File: src/rtl/fetch_sequencer.sv
// Single-issue instruction fetch sequencer: fetch, deliver, resolve, next PC.
// Ports: clock/reset_n, run/halt control, imem req/addr/ack/rdata,
//   instr/instr_valid/instr_ready to decoder, resolve_valid with
//   branch/zero/jump qualifiers, pc, retire_count, state.
module fetch_sequencer #(
   parameter logic [31:0] RESET_PC = 32'h0000_0000
) (
   input  logic        clock,
   input  logic        reset_n,
   input  logic        run,
   input  logic        halt,
   output logic        imem_req,
   output logic [31:0] imem_addr,
   input  logic        imem_ack,
   input  logic [31:0] imem_rdata,
   output logic [31:0] instr,
   output logic        instr_valid,
   input  logic        instr_ready,
   input  logic        resolve_valid,
   input  logic        branch_control,
   input  logic        alu_zero_control,
   input  logic        jump_control,
   output logic [31:0] pc,
   output logic [31:0] retire_count,
   output logic [2:0]  state
);

   typedef enum logic [2:0] {
      S_IDLE    = 3'd0,
      S_FETCH   = 3'd1,
      S_DELIVER = 3'd2,
      S_RESOLVE = 3'd3,
      S_HALTED  = 3'd4
   } state_t;

   state_t cur, nxt;

   logic        fetch_done;
   logic        deliver_done;
   logic        resolve_done;
   logic [31:0] pcplus4;
   logic [31:0] br_off;
   logic [31:0] next_pc;

   assign fetch_done   = (cur == S_FETCH) && imem_ack;
   assign deliver_done = (cur == S_DELIVER) && instr_ready;
   assign resolve_done = (cur == S_RESOLVE) && resolve_valid;

   assign pcplus4 = pc + 32'd4;
   assign br_off  = {{14{instr[15]}}, instr[15:0], 2'b00};

   // Jump wins over a taken branch.
   always_comb begin
      next_pc = pcplus4;
      if (jump_control)
         next_pc = {pcplus4[31:28], instr[25:0], 2'b00};
      else if (branch_control && alu_zero_control)
         next_pc = pcplus4 + br_off;
   end

   always_ff @(posedge clock or negedge reset_n) begin
      if (!reset_n)
         cur <= S_IDLE;
      else
         cur <= nxt;
   end

   always_comb begin
      nxt = cur;
      unique case (cur)
         S_IDLE:    if (run) nxt = S_FETCH;
         S_FETCH:   if (imem_ack) nxt = S_DELIVER;
         S_DELIVER: if (instr_ready) nxt = S_RESOLVE;
         S_RESOLVE: begin
            if (resolve_valid)
               nxt = halt ? S_HALTED : S_FETCH;
         end
         S_HALTED:  if (run) nxt = S_FETCH;
         default:   nxt = S_IDLE;
      endcase
   end

   always_ff @(posedge clock or negedge reset_n) begin
      if (!reset_n) begin
         pc           <= RESET_PC;
         instr        <= 32'd0;
         instr_valid  <= 1'b0;
         retire_count <= 32'd0;
      end else begin
         if (fetch_done) begin
            instr       <= imem_rdata;
            instr_valid <= 1'b1;
         end
         if (deliver_done)
            instr_valid <= 1'b0;
         if (resolve_done) begin
            pc           <= next_pc;
            retire_count <= retire_count + 32'd1;
         end
      end
   end

   assign imem_req  = (cur == S_FETCH);
   assign imem_addr = pc;
   assign state     = cur;

endmodule

File: config.mk
export PLATFORM = sky130hd
export DESIGN_NAME = fetch_sequencer
export DESIGN_NICKNAME = d
export VERILOG_FILES = /design/src/rtl/fetch_sequencer.sv
export SDC_FILE = /design/constraint.sdc
export NUM_CORES = 1
export LEC_CHECK = 0
export ABC_AREA = 1
export BUFFER_PORTS_ARGS = -buffer_cell sky130_fd_sc_hd__buf_2
export CAP_MARGIN = 20
export CORE_AREA = 2 2 173 90
export CTS_BUF_LIST = sky130_fd_sc_hd__clkbuf_16
export DETAILED_ROUTE_END_ITERATION = 7
export DIE_AREA = 0 0 175 92
export PLACE_DENSITY = 0.88
export SLEW_MARGIN = 20
export SYNTH_ARGS = -nofsm -noshare
export SYNTH_HDL_FRONTEND = slang
export SYNTH_SLANG_ARGS = --single-unit
export TNS_END_PERCENT = 20
File: constraint.sdc
create_clock -name clock -period 3.1 [get_ports clock]
set_input_delay 0.155 -clock clock [delete_from_list [all_inputs] [get_ports clock]]
set_output_delay 0.155 -clock clock [all_outputs]
set_load 0.05 [all_outputs]
# Yosys cells after proc, flatten, opt, wreduce, memory -nomap -nowiden
# Index checks and enable logic that the tools add are counted.
[totals] word_cells=34 out_inout_bits=133 register_bits=100
[op_classes] n_eq_ne=8 n_mux=10 add_sub_neg=3 reduce_logical=8
[op_table] cell="$mux 32" n=2
[op_table] cell="$add 32x1->32 const B" n=1
[op_table] cell="$add 32x3->32 const B" n=1
[op_table] cell="$add 32x32->32" n=1
[op_table] cell="$mux 3" n=5
[op_table] cell="$pmux 3 s4" n=1
[op_table] cell="$eq 3x2->1 const B" n=2
[op_table] cell="$logic_and 1x1->1" n=4
[op_table] cell="$ne 2x1->1 const B" n=2
[op_table] cell="$ne 2x2->1 const B" n=2
[op_table] cell="$reduce_and 4->1" n=1
[op_table] cell="$eq 3x1->1 const B" n=1
[op_table] cell="$eq 3x3->1 const B" n=1
[op_table] cell="$logic_not 3->1" n=1
[op_table] cell="$mux 1" n=2
[op_table] cell="$reduce_bool 2->1" n=1
[op_table] cell="$reduce_or 2->1" n=1

# Depth between registers and ports, before layout
# Gate-level depths: netlist (run 1).
[depth] ltp_word=4 mapped_depth=26 depth_no_buf=26

# Least setup slack after synthesis (run 1)
# No wires, ideal clock.
[synth_path] path_type="register -> register" startpoint="register pc[2], in the netlist imem_addr[2]" endpoint="register pc[21], in the netlist imem_addr[21]" setup_ps=134 slack_ps=47 stages_incl_launch_ff=20 arrival_time_ps=2919 path_cell_list="dfrtp_1 ha_1 nand3_1 nor2_2 nand3_1 nor2_1 xnor2_1 inv_1 ha_1 nand2_1 nor2_1 inv_1 nor2_1 nand4_1 nand3_1 nand2_1 nand3_1 nand2_1 nand2_1 o21ai_0"
[synth_via] elab_chain_len=4
[synth_lines] element="from (decl)" line_no="23" source="output logic [31:0] pc,"
[synth_lines] element="from (signal assigned)" line_no="97" source="pc <= next_pc;"
[synth_lines] element="$add 32x3->32 (*)" line_no="49" source="assign pcplus4 = pc + 32'd4;"
[synth_lines] element="$add 32x32->32" line_no="58" source="next_pc = pcplus4 + br_off;"
[synth_lines] element="$mux 32 (*)" line_no="57" source="else if (branch_control && alu_zero_control)"
[synth_lines] element="$mux 32 (*)" line_no="55" source="if (jump_control)"
# Every way passes the cells marked *; elsewhere a longest branch is shown, timed or not.
# A chain may end at the register's enable or synchronous reset.

# Worst setup path after layout (run 1)
[layout_path] startpoint="register pc[8], in the netlist imem_addr[8]" endpoint="register pc[15], in the netlist imem_addr[15]"
# Same word-level chain as after synthesis.

==> qor.yml, run 1 <==
status: "finished with violations"
violations: "setup timing"
seq_area_frac_synth_pct: 30.64
synth_top_area_share_pct: 30.64
finalNonFillerCells: 1602
area_growth_pct: 28.56
dieHeight_um: 92
cp_max_fo: 5
htreeDepth: 3
crit_chain: "nand2_1 -> nor2_1 -> nand2_2 -> buf_4 -> xor2_1 -> ha_1 -> a21oi_1 -> nand2_1 -> a21oi_1 -> nand2_2 -> or2_2 -> nand3_1 -> nand2_1 -> o211ai_1 -> nand2_1"
finalCritPeriodShare_pct: 100.3
start_util_pct: 53.87
clk_pin_slew_worst_paths_ns: 0.09
io_pins: 175
synth_simple_gate_area_share_pct: 33.24
synth.distinct_cells: 48
worst-r2r-cell-count: 15
grt_overflow: 0
grt_max_degree: 60
async_flop_share_pct: 100.0
antennaDiodeCount: 0
cts_tree: "yes"
antenna_left: 0
port_buffers: 170
fmax_mhz: 321.5
synthAdderAreaFrac_pct: 6.191
hold_viol_final: 0
preCtsSetupSlack_ns: -0.1411
layout-drive-gt1-share_pct: 30.33
clock_latency_ns: 0.36
synth-main-ff-cell: "dfrtp_1"
fin_ws_ns: -0.01066
synth_compound_gate_area_share_pct: 9.240
synth_xor_area_share_pct: 5.457
critical_path_class: "flip-flop to flip-flop"
setup_violations: 2
vias: 8966
cts_buffers: 9
yosysTopAreaCell: "dfrtp_1"
start_kind: "flip-flop"
worstHoldStart: "imem_rdata[8]"
drv_cap: 0
die_area_sq_um: 16100
grt_pass1_wl_um: 43850
grtUsageTotal_pct: 35.32
via_per_inst: 5.597
muxShareOfSynthArea_pct: 3.096
final_core_util_pct: 69.26
grt_pass1_vias: 8211
grt_antenna_before_repair: 0
syn_inst: 1162
cts_root_buf: "clkbuf_16"
synth_top_family_by_area: "simple AND/OR/NAND/NOR gates"
nets: 1474
endpoint_kind: "flip-flop"
slew_headroom_pct: 34.85
yosysWarnings: 0
whs_ns: 0.02073
crit_slowest_cell: "dfrtp_1"
r2r_slack_ns: -0.01
wire_per_inst_um: 18.23
worst_ep_arrival_time_ns: 3.36
startpoint: "imem_addr[8]$_DFFE_PN0P_"
r2r_start: "imem_addr[8]$_DFFE_PN0P_"
firstDrtPassIters: 6
cts_sinks: 98
ys_ff_latch: 98
initialDrtViolationCount: 1057
synth_edf_count: 0
drc: 0
slew_viol_final: 0
place.gp.congestion: 1.036
synthesis.area_sq_um: 8003
design.core.area_sq_um: 14850
slowest_delay_ns: 0.47
netlist_top_cells_count: "351 x nand2_1, 164 x inv_1, 98 x dfrtp_1"
hp-class: "input port to flip-flop"
fp.dieW_um: 175
tightest_slew_ns: 0.9737
rows: 32
yosysMostFrequentCell: "nand2_1"
dpl.cell_count: 1577
holdPathStages: 2
avgSynthCellArea_sq_um: 6.887
finalCriticalPeriod_ns: 3.111
clockBufferDepth: 2
cp.required_ns: 3.35
hpwl_um: 22230
skew_ns: 0.02071
rsz0062_at_grt: "true"
path_common_cell: "nand2_1"
drt-total-wl_um: 29210
synth_area_leaders: "dfrtp_1 31%, nand2_1 16%, inv_1 7.7%, ha_1 5.9%, nand3_1 4.5%"
==> per-stage QoR <==
stage          TNS (ns)  cell area [sq um]
2_1_floorplan         0               8014
4_1_cts               0               9842
5_1_grt          -1.125              10290
3_3_place_gp    -0.1276               9500
6_report       -0.01605              10290
3_5_place_dp    -0.1625               9500
==> what timing repair did <==
| action | in CTS | in global routing |
|---|---|---|
| gates resized for setup | 3 | 105 |
| endpoints found under the hold margin | 39 | 0 |
| buffers inserted | 2 | 6 |
| setup endpoints to repair | 3 | 20 |
| pin swaps | 1 | 22 |
| hold buffers | 1 | 0 |
==> placed cells by master, fill, tap and decap left out, types with 4 or more instances in the layout <==
cell	n
nand3_2	4
ha_4	8
nor2_1	69
inv_2	6
mux2_2	22
nand3_1	68
nand4_1	23
o21ai_0	33
nor2_2	19
o21bai_1	6
nand2_2	25
a21oi_1	56
nor3_1	15
dfrtp_1	98
nand2_1	328
o21ai_1	5
nand3b_1	7
a21oi_2	9
buf_2	169
xnor2_1	13
nor3_2	6
clkbuf_16	9
inv_1	161
conb_1	4
xor2_1	30
buf_4	96
or2_2	4
ha_1	27
nor2_4	13
==> state kept, by name, summed over array words and instances (netlist names) <==
name	cells
state	3
retire_count	32
imem_addr	30
instr_valid	1
instr	32
==> layout make-up <==
type                            count  area, sq um
Clock inverter                      7        76.32
Sequential cell                    98         2452
Inverter                          169        634.4
Timing Repair Buffer              270         1639
Clock buffer                        9        225.2
Fill cell                        1245         4566
Multi-Input combinational cell    845         5006
Tap cell                          204        255.2
==> per-layer routing <==
metal / routed length, um / up-vias / share of wire (%) / GRT usage (%)
li1: - / 4127 / - / -
met1: 13250 / 4174 / 45 / 53.91
met2: 11550 / 597 / 40 / 48.88
met3: 3832 / 68 / 13 / 9.867
met4: 573 / 0 / 2.0 / 7.847
met5: 0 / - / 0 / 0
==> final timing paths <==
check,to
worst min register to register,retire_count[31]$_DFFE_PN0P_
worst max register to register,imem_addr[15]$_DFFE_PN0P_
worst min-delay path,instr[8]$_DFFE_PN0P_
max in group asynchronous,retire_count[1]$_DFFE_PN0P_
worst max-delay path,imem_addr[15]$_DFFE_PN0P_
min in group asynchronous,imem_addr[27]$_DFFE_PN0P_
==> worst max-delay path, delay by kind of cell, from the launching register on <==
family / cells / cell delay (ns)
compound gates: 3 / 0.55
xor+xnor: 1 / 0.19
fa+ha+maj: 1 / 0.33
buf+inv: 1 / 0.15
flops: 1 / 0.47
simple gates: 9 / 1.29
==> logic make-up after synthesis <==
kind of cell             after synthesis
AND/OR/NAND/NOR                      598
buffers and inverters                222
AO/OA/AOI/OAI                        133
flip-flops                            98
XOR/XNOR                              49
adder cells (fa/ha/maj)               39
multiplexers                          22
other                                  1
Power of run 1 is not shown: default switching activity piles up to over one toggle a cycle in this logic, so the estimate is an artifact.
==> run 2: changes to the inputs <==
--- a/config.mk
+++ b/config.mk
@@ -8,11 +8,10 @@
 export ABC_AREA = 1
 export BUFFER_PORTS_ARGS = -buffer_cell sky130_fd_sc_hd__buf_2
 export CAP_MARGIN = 20
-export CORE_AREA = 2 2 173 90
+export CORE_AREA = 2 2 234 121
 export CTS_BUF_LIST = sky130_fd_sc_hd__clkbuf_16
 export DETAILED_ROUTE_END_ITERATION = 7
-export DIE_AREA = 0 0 175 92
-export PLACE_DENSITY = 0.88
+export DIE_AREA = 0 0 236 123
 export SLEW_MARGIN = 20
 export SYNTH_ARGS = -nofsm -noshare
 export SYNTH_HDL_FRONTEND = slang
==> run 2 against run 1 <==
Against the previous run:
- the run now ends clean
- sequential share of layout area down 1.6 points
- register-to-register slack better by 0.10 ns
- worst setup slack better by 0.10 ns
- critical path depth up 4
- via count down 3.0%
- hold slack better by 0.013 ns
- critical path type unchanged
- highest routed layer unchanged
==> qor.yml, run 2 (synthesized netlist as in run 1, its figures left out) <==
status: "completed"
grt_antenna_before_repair: 1  # +1
initialDrtViolationCount: 800  # -24%
use_met2_pct: 26.83  # -22 points
powerDensity_nw_per_um2: 1299
rows: 43  # +34%
grtUsageTotal_pct: 21.30  # -14 points
tightest_slew_ns: 0.9446  # -0.02910 ns
cp.required_ns: 3.36  # about the same
cts_root_buf: "clkbuf_16"
design.core.area_sq_um: 27060  # +82%
vias: 8700  # -3.0%
gr-usage-met1_pct: 34.12  # -20 points
crit_slowest_cell: "dfrtp_1"
critical_path_class: "flip-flop to flip-flop"
die_area_sq_um: 29030  # +80%
drt-total-wl_um: 31190  # +6.8%
place.gp.congestion: 1.014  # -2.1%
skew_ns: 0.01399  # -0.006721 ns
start_kind: "flip-flop"
finalCriticalPeriod_ns: 3.009  # -0.1013 ns
cellLeakagePower_nw: 5.827
dieHeight_um: 123  # +34%
cts_sinks: 98  # unchanged
worst_ep_arrival_time_ns: 3.27  # -0.09 ns
slew_headroom_pct: 37.02  # +2.2 points
clk_pin_slew_worst_paths_ns: 0.08  # about the same
antenna_left: 0  # unchanged
area_growth_pct: 38.43
firstDrtPassIters: 6  # unchanged
port_buffers: 170  # unchanged
fp.dieW_um: 236  # +35%
peakVddDrop_uv: 769.8
layout-drive-gt1-share_pct: 33.45  # +3.1 points
endpoint_kind: "flip-flop"
fillers: 2773  # +120%
cts_tree: "yes"
slowest_delay_ns: 0.39  # -0.08 ns
grt_max_degree: 47  # -22%
grt_pass1_wl_um: 46510  # +6.1%
hp-class: "input port to flip-flop"
hold_viol_final: 0  # unchanged
slew_viol_final: 0  # unchanged
fin_ws_ns: 0.09062  # +0.1013 ns
cp_max_fo: 5  # unchanged
most-common-layout-cells: "326 x nand2_1, 169 x buf_2, 156 x inv_1"
via_per_inst: 4.820  # -14%
finalCritPeriodShare_pct: 97.08  # -3.3 points
dpl.cell_count: 1759  # +12%
final_common_cell: "nand2_1"
htreeDepth: 3  # unchanged
cts_buffers: 9  # unchanged
path_delay_family: "simple AND/OR/NAND/NOR gates"
rsz0062_at_grt: "true"
hpwl_um: 24740  # +11%
final_core_util_pct: 40.94  # -28 points
finalNonFillerCells: 1805  # +13%
clock_latency_ns: 0.38  # +0.02 ns
busiest_layer: "met1"
nets: 1520  # +3.1%
path_buf_inv: 3  # +2
preCtsSetupSlack_ns: -0.1649  # -0.02373 ns
grt_overflow: 0  # unchanged
io_pins: 175  # unchanged
clockBufferDepth: 2  # unchanged
wire_per_inst_um: 17.28  # -5.2%
grt_pass1_vias: 7762  # -5.5%
setup_violations: 0  # -2
fmax_mhz: 332.3  # +3.4%
crit_chain: "buf_4 -> ha_1 -> nand3_2 -> nor2_4 -> nand3_2 -> buf_4 -> xor2_4 -> ha_4 -> nand2_2 -> nor2_4 -> inv_2 -> nor2_4 -> nand4_1 -> nand3_1 -> nand2_1 -> nand3_1 -> nand2_1 -> nand2_1 -> o21ai_0"
drv_cap: 0  # unchanged
start_util_pct: 29.57  # -24 points
grt_use_met3_pct: 6.609  # -3.3 points
drc: 0  # unchanged
==> run 2: cell count changes in the layout (fill, tap and decap cells not counted), sizes merged <==
cell	change
diode	+1
buf	+24
inv	-1
clkinv	-1
bufinv	+1
dlygate4sd3	+22
clkinvlp	+1
==> run 2: worst reg2reg max path: cells and delay by family, from the launching register on <==
family / cells / cell delay [ns]
flops: 1 / 0.39
buf+inv: 3 / 0.39
xor+xnor: 1 / 0.16
fa+ha+maj: 2 / 0.45
compound gates: 1 / 0.07
simple gates: 12 / 1.40
==> run 2: stage by stage <==
stage	total power, W	instance area (sq um)	hold WS (ns)	setup TNS [ns]
floorplan	0.008739	8014	-0.1406	0
global route	0.01534	11080	0.03931	-0.5143
CTS	0.01335	10480	0.007991	-0.01560
detailed placement	0.01194	9878	0.2072	-0.7745
global placement	0.01191	9878	0.2121	-0.4274
finish	0.01439	11080	0.03365	0
==> run 2: final timing paths <==
path,from,end,slack (ns),depth (start not counted)
max,imem_addr[3]$_DFFE_PN0P_,imem_addr[21]$_DFFE_PN0P_,0.09,19
min,imem_rdata[25],instr[25]$_DFFE_PN0P_,0.03,3
max reg2reg,imem_addr[3]$_DFFE_PN0P_,imem_addr[21]$_DFFE_PN0P_,0.09,19
min reg2reg,retire_count[31]$_DFFE_PN0P_,retire_count[31]$_DFFE_PN0P_,0.47,1
max in group asynchronous,reset_n,retire_count[16]$_DFFE_PN0P_,2.01,3
min in group asynchronous,reset_n,imem_addr[30]$_DFFE_PN0P_,0.32,2
==> run 2: final cells by class <==
| class | instances | area, sq um | area share [%] |
|---|---|---|---|
| clock inverter | 7 | 86.33 | 0.7793 |
| inverter | 169 | 636.9 | 5.749 |
| antenna | 1 | 2.502 | 0.02259 |
| multi-input combinational | 845 | 5190 | 46.85 |
| tap | 360 | 450.4 | 4.066 |
| clock buffer | 9 | 225.2 | 2.033 |
| sequential | 98 | 2464 | 22.24 |
| timing repair buffer | 316 | 2023 | 18.26 |
==> run 2: power by group <==
group	leakage [nW]	switching (W)	internal [W]
combinational	4.50	0.00719	0.00363
clock	0.150	0.000582	0.000644
sequential	1.17	0.000607	0.00174
==> run 2: layer usage <==
| metal | part of all wire (%) | vias to the layer above |
|---|---|---|
| li1 | - | 4230 |
| met1 | 53 | 4050 |
| met3 | 10 | 27 |
| met4 | 0.81 | 0 |
| met5 | 0 | - |
| met2 | 37 | 393 |
==> run 2: repair_timing <==
action,in CTS,in global routing
hold buffers,23,0
hold endpoints to repair,62,0
endpoints found under the setup margin,12,23
pin swaps,2,17
setup buffers,0,6
gates resized for setup,14,141
(Power assumes the default switching activity.)
